$ cat config.mk
export PLATFORM = sky130hd
export DESIGN_NAME = closest_hit_sequencer
export DESIGN_NICKNAME = d
export VERILOG_FILES = /design/src/rtl/ray_pkg.sv /design/src/rtl/closest_hit_sequencer.sv
export SDC_FILE = /design/constraint.sdc
export NUM_CORES = 1
export LEC_CHECK = 0
export ABC_AREA = 1
export BUFFER_PORTS_ARGS = -buffer_cell sky130_fd_sc_hd__buf_2
export CORE_AREA = 2 2 87 89
export CTS_CLUSTER_SIZE = 25
export DETAILED_ROUTE_END_ITERATION = 7
export DIE_AREA = 0 0 89 91
export GPL_ROUTABILITY_DRIVEN = 0
export PLACE_DENSITY = 0.78
export SYNTH_ARGS = -nofsm -noshare
export SYNTH_HDL_FRONTEND = slang
export SYNTH_SLANG_ARGS = --single-unit
$ cat constraint.sdc
create_clock -name CLK -period 2.45 [get_ports CLK]
set_input_delay 0.1225 -clock CLK [delete_from_list [all_inputs] [get_ports CLK]]
set_output_delay 0.1225 -clock CLK [all_outputs]
set_load 0.01 [all_outputs]
$ cat src/rtl/ray_pkg.sv
// ============================================================================
// Package : ray_pkg
// Purpose : Shared types and constants for the ray unit: the 16-bit distance
//           type, the "no hit" distance, and the closest-hit sequencer states.
// Revision: 1.0 - initial release
// ============================================================================
`default_nettype none

package ray_pkg;

    typedef logic [15:0] dist_t;

    localparam dist_t FAR_DIST = 16'hFFFF;

    typedef enum logic [2:0] {
        ST_IDLE  = 3'd0,
        ST_FETCH = 3'd1,
        ST_ISSUE = 3'd2,
        ST_WAIT  = 3'd3,
        ST_DONE  = 3'd4
    } seq_state_t;

endpackage

`default_nettype wire

$ cat src/rtl/closest_hit_sequencer.sv
// ============================================================================
// Module  : closest_hit_sequencer
// Purpose : Per-ray scheduler for the sphere distance datapath. Takes one
//           candidate record per sphere (in index order), issues it to the
//           distance calculator with the running nearest distance as
//           OldDistance, tracks the nearest hit, and after NUM_SPHERES
//           candidates presents a single hit result over valid/ready.
// Ports   :
//   CLK, aresetn              clock, synchronous active-low reset
//   RayStart / RayBusy        begin a ray (IDLE only) / busy outside IDLE
//   Cand*                     candidate record in, CandValid/CandReady
//   Calc* (out)               registered record + OldDistance to calculator
//   CalcInputValid/Ready      issue handshake to calculator
//   CalcOutputReady, CalcIntersects, CalcDistance
//                             one-cycle calculator result strobe
//   HitValid/HitReady         result handshake to shading stage
//   Hit, HitDistance, HitIndex
//                             nearest-hit result, registered
// Revision: 1.0 - initial release
// ============================================================================
`default_nettype none

module closest_hit_sequencer
    import ray_pkg::*;
#(
    parameter int    NUM_SPHERES = 8,
    parameter int    IDX_W       = (NUM_SPHERES > 1) ? $clog2(NUM_SPHERES) : 1,
    parameter dist_t FAR_DIST    = ray_pkg::FAR_DIST
) (
    input  logic               CLK,
    input  logic               aresetn,

    input  logic               RayStart,
    output logic               RayBusy,

    input  logic               CandValid,
    output logic               CandReady,
    input  logic [15:0]        CandRootDisc,
    input  logic [15:0]        CandB,
    input  logic               CandQuick,

    output logic [15:0]        CalcRootDiscriminant,
    output logic [15:0]        CalcB,
    output logic               CalcQuickIntersects,
    output logic [15:0]        CalcOldDistance,
    output logic               CalcInputValid,
    input  logic               CalcInputReady,
    input  logic               CalcOutputReady,
    input  logic               CalcIntersects,
    input  logic [15:0]        CalcDistance,

    output logic               HitValid,
    input  logic               HitReady,
    output logic               Hit,
    output logic [15:0]        HitDistance,
    output logic [IDX_W-1:0]   HitIndex
);

    localparam logic [IDX_W-1:0] LAST_IDX = IDX_W'(NUM_SPHERES - 1);
    localparam logic [IDX_W-1:0] IDX_ONE  = IDX_W'(1);

    seq_state_t         state_q,      state_d;
    logic [IDX_W-1:0]   count_q,      count_d;
    dist_t              best_q,       best_d;
    logic [IDX_W-1:0]   best_idx_q,   best_idx_d;
    logic               hit_q,        hit_d;

    logic [15:0]        calc_rd_q,    calc_rd_d;
    logic [15:0]        calc_b_q,     calc_b_d;
    logic               calc_quick_q, calc_quick_d;

    // Result registers are separate from the running best so the result
    // outputs read zero outside DONE and stay frozen during the handshake.
    logic               res_hit_q,    res_hit_d;
    dist_t              res_dist_q,   res_dist_d;
    logic [IDX_W-1:0]   res_idx_q,    res_idx_d;

    always_ff @(posedge CLK) begin
        if (!aresetn) begin
            state_q      <= ST_IDLE;
            count_q      <= '0;
            best_q       <= FAR_DIST;
            best_idx_q   <= '0;
            hit_q        <= 1'b0;
            calc_rd_q    <= '0;
            calc_b_q     <= '0;
            calc_quick_q <= 1'b0;
            res_hit_q    <= 1'b0;
            res_dist_q   <= '0;
            res_idx_q    <= '0;
        end else begin
            state_q      <= state_d;
            count_q      <= count_d;
            best_q       <= best_d;
            best_idx_q   <= best_idx_d;
            hit_q        <= hit_d;
            calc_rd_q    <= calc_rd_d;
            calc_b_q     <= calc_b_d;
            calc_quick_q <= calc_quick_d;
            res_hit_q    <= res_hit_d;
            res_dist_q   <= res_dist_d;
            res_idx_q    <= res_idx_d;
        end
    end

    always_comb begin
        state_d      = state_q;
        count_d      = count_q;
        best_d       = best_q;
        best_idx_d   = best_idx_q;
        hit_d        = hit_q;
        calc_rd_d    = calc_rd_q;
        calc_b_d     = calc_b_q;
        calc_quick_d = calc_quick_q;
        res_hit_d    = res_hit_q;
        res_dist_d   = res_dist_q;
        res_idx_d    = res_idx_q;

        unique case (state_q)
            ST_IDLE: begin
                if (RayStart) begin
                    best_d     = FAR_DIST;
                    hit_d      = 1'b0;
                    best_idx_d = '0;
                    count_d    = '0;
                    state_d    = ST_FETCH;
                end
            end

            ST_FETCH: begin
                if (CandValid) begin
                    calc_rd_d    = CandRootDisc;
                    calc_b_d     = CandB;
                    calc_quick_d = CandQuick;
                    state_d      = ST_ISSUE;
                end
            end

            ST_ISSUE: begin
                if (CalcInputReady) begin
                    state_d = ST_WAIT;
                end
            end

            ST_WAIT: begin
                // The calculator already rejects t >= OldDistance, so a
                // reported intersection is always a strict improvement.
                if (CalcOutputReady) begin
                    if (CalcIntersects) begin
                        best_d     = CalcDistance;
                        best_idx_d = count_q;
                        hit_d      = 1'b1;
                    end
                    if (count_q == LAST_IDX) begin
                        res_hit_d  = hit_d;
                        res_dist_d = best_d;
                        res_idx_d  = best_idx_d;
                        state_d    = ST_DONE;
                    end else begin
                        count_d = count_q + IDX_ONE;
                        state_d = ST_FETCH;
                    end
                end
            end

            ST_DONE: begin
                if (HitReady) begin
                    res_hit_d  = 1'b0;
                    res_dist_d = '0;
                    res_idx_d  = '0;
                    state_d    = ST_IDLE;
                end
            end

            default: begin
                state_d = ST_IDLE;
            end
        endcase
    end

    assign RayBusy              = (state_q != ST_IDLE);
    assign CandReady            = (state_q == ST_FETCH);
    assign CalcInputValid       = (state_q == ST_ISSUE);
    assign HitValid             = (state_q == ST_DONE);

    assign CalcRootDiscriminant = calc_rd_q;
    assign CalcB                = calc_b_q;
    assign CalcQuickIntersects  = calc_quick_q;
    assign CalcOldDistance      = best_q;

    assign Hit                  = res_hit_q;
    assign HitDistance          = res_dist_q;
    assign HitIndex             = res_idx_q;

endmodule

`default_nettype wire

* Word-level counts from Yosys, hierarchy flattened
Index checks and enable logic that the tools add are counted.
Storage, ports and cells: flip-flop bits (word level) 79, input bits 57, logic and storage cells 66
Cells by class: equality and inequality tests 12, $add $sub $neg 1, reductions and logical operators 9, multiplexer cells 33
Operator list (number):
- $mux W16 | 6
- $pmux W16 S2 | 2
- $mux W3 | 13
- $pmux W3 S2 | 3
- $pmux W3 S5 | 1
- $ne A2 B2 Y1 const B | 5
- $reduce_and A4 Y1 | 2
- $eq A3 B2 Y1 const B | 2
- $eq A3 B3 Y1 const B | 2
- $mux W1 | 6
- $reduce_and A5 Y1 | 1
- $ne A2 B1 Y1 const B | 2
- $pmux W1 S2 | 2
- $reduce_bool A2 Y1 | 2
- $add A3 B1 Y3 const B | 1
- $eq A3 B1 Y1 const B | 1
- $logic_not A3 Y1 | 1
- $reduce_and A3 Y1 | 1
- $reduce_bool A3 Y1 | 1
- $reduce_and A2 Y1 | 1

* Depth between registers and ports, before layout
depth in word-level cells 4, depth in mapped cells 10, gate-level depth less buffers 9

* Worst setup path after synthesis
OpenSTA, ideal clock, no wires.
path type reg2reg, start register count_q[0], end register res_dist_q[10] (netlist: HitDistance[10]), data arrival time 1.312 ns, stages on the path, launching flop included 11, library setup time 0.113 ns, slack 1.025 ns, clock period less this slack 1.425 ns, data required time 2.337 ns, cells stage by stage dfxtp_1 ha_1 ha_1 inv_1 nor2_1 nor2_2 nor2_4 buf_6 buf_6 nor2_1 nor2_1
Between the ends: longest elaborated chain between the ends 3
Ends and longest elaborated chain:
- start: declaration | RTL line closest_hit_sequencer.sv:63 | logic [IDX_W-1:0] count_q, count_d;
- start signal: assignment | RTL line closest_hit_sequencer.sv:93 | count_q <= count_d;
- $eq A3 B3 Y1 | RTL line closest_hit_sequencer.sv:154 | if (count_q == LAST_IDX) begin
- $ne A2 B2 Y1 (no source line)
- $reduce_and A4 Y1 (no source line)
- end signal: assignment | RTL line closest_hit_sequencer.sv:101 | res_dist_q <= res_dist_d;
- end: declaration | RTL line closest_hit_sequencer.sv:75 | dist_t res_dist_q, res_dist_d;
No other way between the ends. A chain may end at the register's enable or synchronous reset.

* Worst setup path in the final report
start register state_q[1], end register best_q[6] (netlist: CalcOldDistance[6])
Between the ends: longest elaborated chain between the ends 3, elaborated cells between the ends (all ways) 7, those cells by class eq/ne: 3; mux: 1; reduce/logical: 3
Ends and longest elaborated chain:
- start: declaration | RTL line closest_hit_sequencer.sv:62 | seq_state_t state_q, state_d;
- start signal: assignment | RTL line closest_hit_sequencer.sv:92 | state_q <= state_d;
- $eq A3 B2 Y1 / $logic_not A3 Y1 (equally long branches) | RTL line closest_hit_sequencer.sv:119 | unique case (state_q)
- $ne A2 B2 Y1 (no source line) / $reduce_bool A2 Y1 (equally long branches)
- $reduce_and A3 Y1 (no source line)
- end signal: assignment | RTL line closest_hit_sequencer.sv:94 | best_q <= best_d;
- end: declaration | RTL line closest_hit_sequencer.sv:64 | dist_t best_q, best_d;
Several ways; a longest one is shown, not always the timed one.

==> summary.txt <==
Timing
  • Crit path time final: 1840 ps
  • Worst-Margin Slew: 896 ps
  • Final Cycle Share: 75.0%
  • Fmax: 0.544 GHz
  • RSZ-0062 raised after global routing: false
  • Clock skew: 8.99 ps
  • Fin. max-slew vios: 0
  • Setup violations, final: 0
  • Setup TNS: 0 ps
  • Rel. slew slack: 40.2%
  • Hold slack final: 43.3 ps
  • Final hold violations: 0

Synth
  • Asr flop ratio synth: 0%
  • Top cell type's share of synthesized area: 46.7%
  • Netlist cell types: 22
  • Post-synth EDFFs: 0
  • Xor and xnor fraction of the mapped netlist area: 0%
  • Synth Area in Simple Gates: 34.2%
  • Fraction of synthesized area in multiplexers: 0%
  • Main combinational cell family by area after synthesis: simple AND/OR/NAND/NOR gates
  • #FFs+latches synth: 79
  • Prevailing post-synth register cell: dfxtp_1
  • Seq/Total Area, Yosys: 46.7%
  • Syn_nets: 554
  • Synth Area in Adders: 0.739%
  • Compound-Gate Fraction of Synth Area: 12.1%
  • Cells after synthesis: 495
  • Synthesized cell area: 3390 um2
  • Syn_area_per_cell: 6.84 um2
  • Synth area leaders: dfxtp_1, nand2_1, a21oi_1
  • Synth warnings: 0
  • Yosys top cell by area: dfxtp_1

Placed design
  • IO buf count: 129
  • Post-DP HPWL: 6.00 mm

Cells and area
  • Layout Nets: 668
  • Area Overhead vs Synth: 25.7%
  • Multi-input logic area: 1590 um2
  • Diode count: 0
  • Share of cells above drive strength 1: 26.6%
  • Register area: 1580 um2
  • Layout fillers: 717

Power and ir drop
  • Clock Power Share: 24.7%
  • Sequential Power Share: 41.6%
  • Worst vdd ir: 0.000395 V
  • Sw Ratio: 37.3%
  • Static leakage power: 2.09 nW
  • P_sw: 1.56 mW
  • Int Pwr: 2.61 mW
  • Combinational power share: 33.7%
  • Pwr/cell area: 979 nW/um2

Global route
  • Largest net degree at the start of global routing: 55
  • Global route overflow: 0
  • GR Util All Layers: 21.4%
  • Number of global-route vias before repair: 3216
  • First-pass GRT wire length: 14.0 mm
  • Initial antenna violation count: 0

Drt
  • Iter 0 DRT Violations: 194
  • DRC viols: 0
  • Vias: 3470
  • ANT nets after route: 0
  • Wirelength, routed: 8.56 mm
  • Drt via density: 4.87
  • First-pass iteration count of the detailed router: 4
  • Wire per inst: 12.0 um

Clock tree
  • H-tree depth: 3
  • Total CTS buffers: 9
  • Root buffer cell: clkbuf_8
  • CTS tree: done
  • Clk Latency, worst-skew pair: 340 ps
  • Clock Pin Slew Worst Setup and Hold Paths: 80 ps
  • Post-CTS Setup Bufs: 0
  • Max clock buf depth: 2
  • Post-CTS sizing: 0
  • Number of sinks on the clock net: 79
  • Number of hold buffers added after cts: 0

Run status
  • Outcome: finished clean

Critical path
  • Crit Path Class: register to register
  • Worst setup EP type: register
  • Critical path startpoint category: register
  • FF-to-FF setup slack: 610 ps
  • Crit Path Max Fanout: 23
  • CP Data Arrival Time: 2070 ps
  • Required @ worst endpoint: 2680 ps

Floorplan
  • # IOs: 130
  • Chip Height: 91 um
  • Die W: 89 um
  • Starting density of the core: 47.5%
  • # rows: 31
  • Core area: 7140 um2
  • Die ar.: 8100 um2

Min path
  • Worst Hold Class: input port to register

Run
  • Max-Cap Viols: 0
-- routing by layer --
metal | routed length, um | global-route usage (%) | up-vias
li1 | - | - | 1809
met1 | 3830 | 27.1 | 1542
met2 | 4070 | 35.0 | 110
met3 | 537 | 4.91 | 9
met4 | 109 | 7.96 | 0
met5 | 0 | 0 | -
-- logic make-up (layout without fill, tap and decap cells) --
| group | Yosys count | count (layout) |
|---|---|---|
| adder cells (fa/ha/maj) | 2 | 2 |
| AO/OA/AOI/OAI | 82 | 82 |
| AND/OR/NAND/NOR | 283 | 283 |
| flip-flops | 79 | 79 |
| buffers and inverters | 49 | 167 |
-- per-stage QoR --
stage                     std cells  util, %  area [um2]  setup WS, ps  power [mW]
after floorplan                 495        -        3390          1020        2.68
final                           712     59.7        4260           611        4.17
after detailed placement        697     56.7        4050           637        3.16
after global placement          697     56.7        4050           695        3.12
after global routing            712     59.7        4260           410        4.46
after CTS                       712     59.7        4260           627        4.20
-- layout by cell type (no fill, tap or decap) --
| master | Yosys | routed |
|---|---|---|
| clkinvlp_4 | 0 | 1 |
| inv_2 | 5 | 5 |
| nand3b_1 | 1 | 1 |
| and2_1 | 1 | 1 |
| buf_4 | 1 | 5 |
| clkinv_1 | 1 | 1 |
| clkinv_2 | 0 | 2 |
| nand4_1 | 3 | 3 |
| nor2_2 | 3 | 3 |
| a21oi_1 | 58 | 58 |
| ha_1 | 2 | 2 |
| dfxtp_1 | 79 | 79 |
| o21ai_0 | 24 | 24 |
| inv_1 | 12 | 12 |
| nand3_1 | 39 | 39 |
| nor2_4 | 1 | 1 |
| bufinv_16 | 0 | 2 |
| nand2_2 | 1 | 1 |
| clkinv_4 | 0 | 1 |
| or2_2 | 3 | 3 |
| buf_2 | 9 | 129 |
| nor2_1 | 53 | 53 |
| nand2_1 | 177 | 177 |
| nand2_4 | 1 | 1 |
| clkbuf_8 | 0 | 9 |
-- worst max-delay path, cell delays in order, from the launching register on --
cell      delay, ps
dfxtp_1         380
nor2_2          240
nand3b_1        250
nand2_2         410
inv_2           210
o21ai_0         160
nand2_1          80
-- path summary, 6_finish.rpt --
kind | endpoint | cells past startpoint | startpoint
max reg2reg | CalcOldDistance[6] | 6 | state_q[1]
min | CalcRootDiscriminant[1] | 3 | CandRootDisc[1]
max | CalcOldDistance[6] | 6 | state_q[1]
min reg2reg | best_idx_q[2] | 2 | best_idx_q[2]
-- cells in the mapped netlist (2+ instances only) --
library cell / n
nor2_1: 53
or2_2: 3
ha_1: 2
dfxtp_1: 79
nand4_1: 3
a21oi_1: 58
o21ai_0: 24
inv_2: 5
buf_2: 9
buf_6: 2
inv_1: 12
nand2_1: 177
nand3_1: 39
nor2_2: 3
clkbuf_1: 19
-- power by group through the flow --
stage	registers, mW	clock network [mW]	logic, mW
final	1.73	1.03	1.40
after global placement	1.75	0	1.38
after detailed placement	1.75	0	1.40
after floorplan	1.83	0	0.854
after CTS	1.73	1.06	1.41
after global routing	1.76	1.11	1.59
-- registers in the layout, indices dropped and copies added, names as in the netlist --
signal                cells
Hit                       1
HitDistance              16
CalcQuickIntersects       1
state_q                   3
CalcB                    16
hit_q                     1
best_idx_q                3
CalcOldDistance          16
CalcRootDiscriminant     16
count_q                   3
HitIndex                  3
-- layout make-up --
type | instances | area share [%]
Sequential cell | 79 | 37.1
Clock inverter | 6 | 2.03
Timing Repair Buffer | 134 | 16.0
Inverter | 18 | 1.59
Tap cell | 99 | 2.91
Clock buffer | 9 | 2.91
Multi-Input combinational cell | 367 | 37.4
Power figures use the tool's default switching activity.
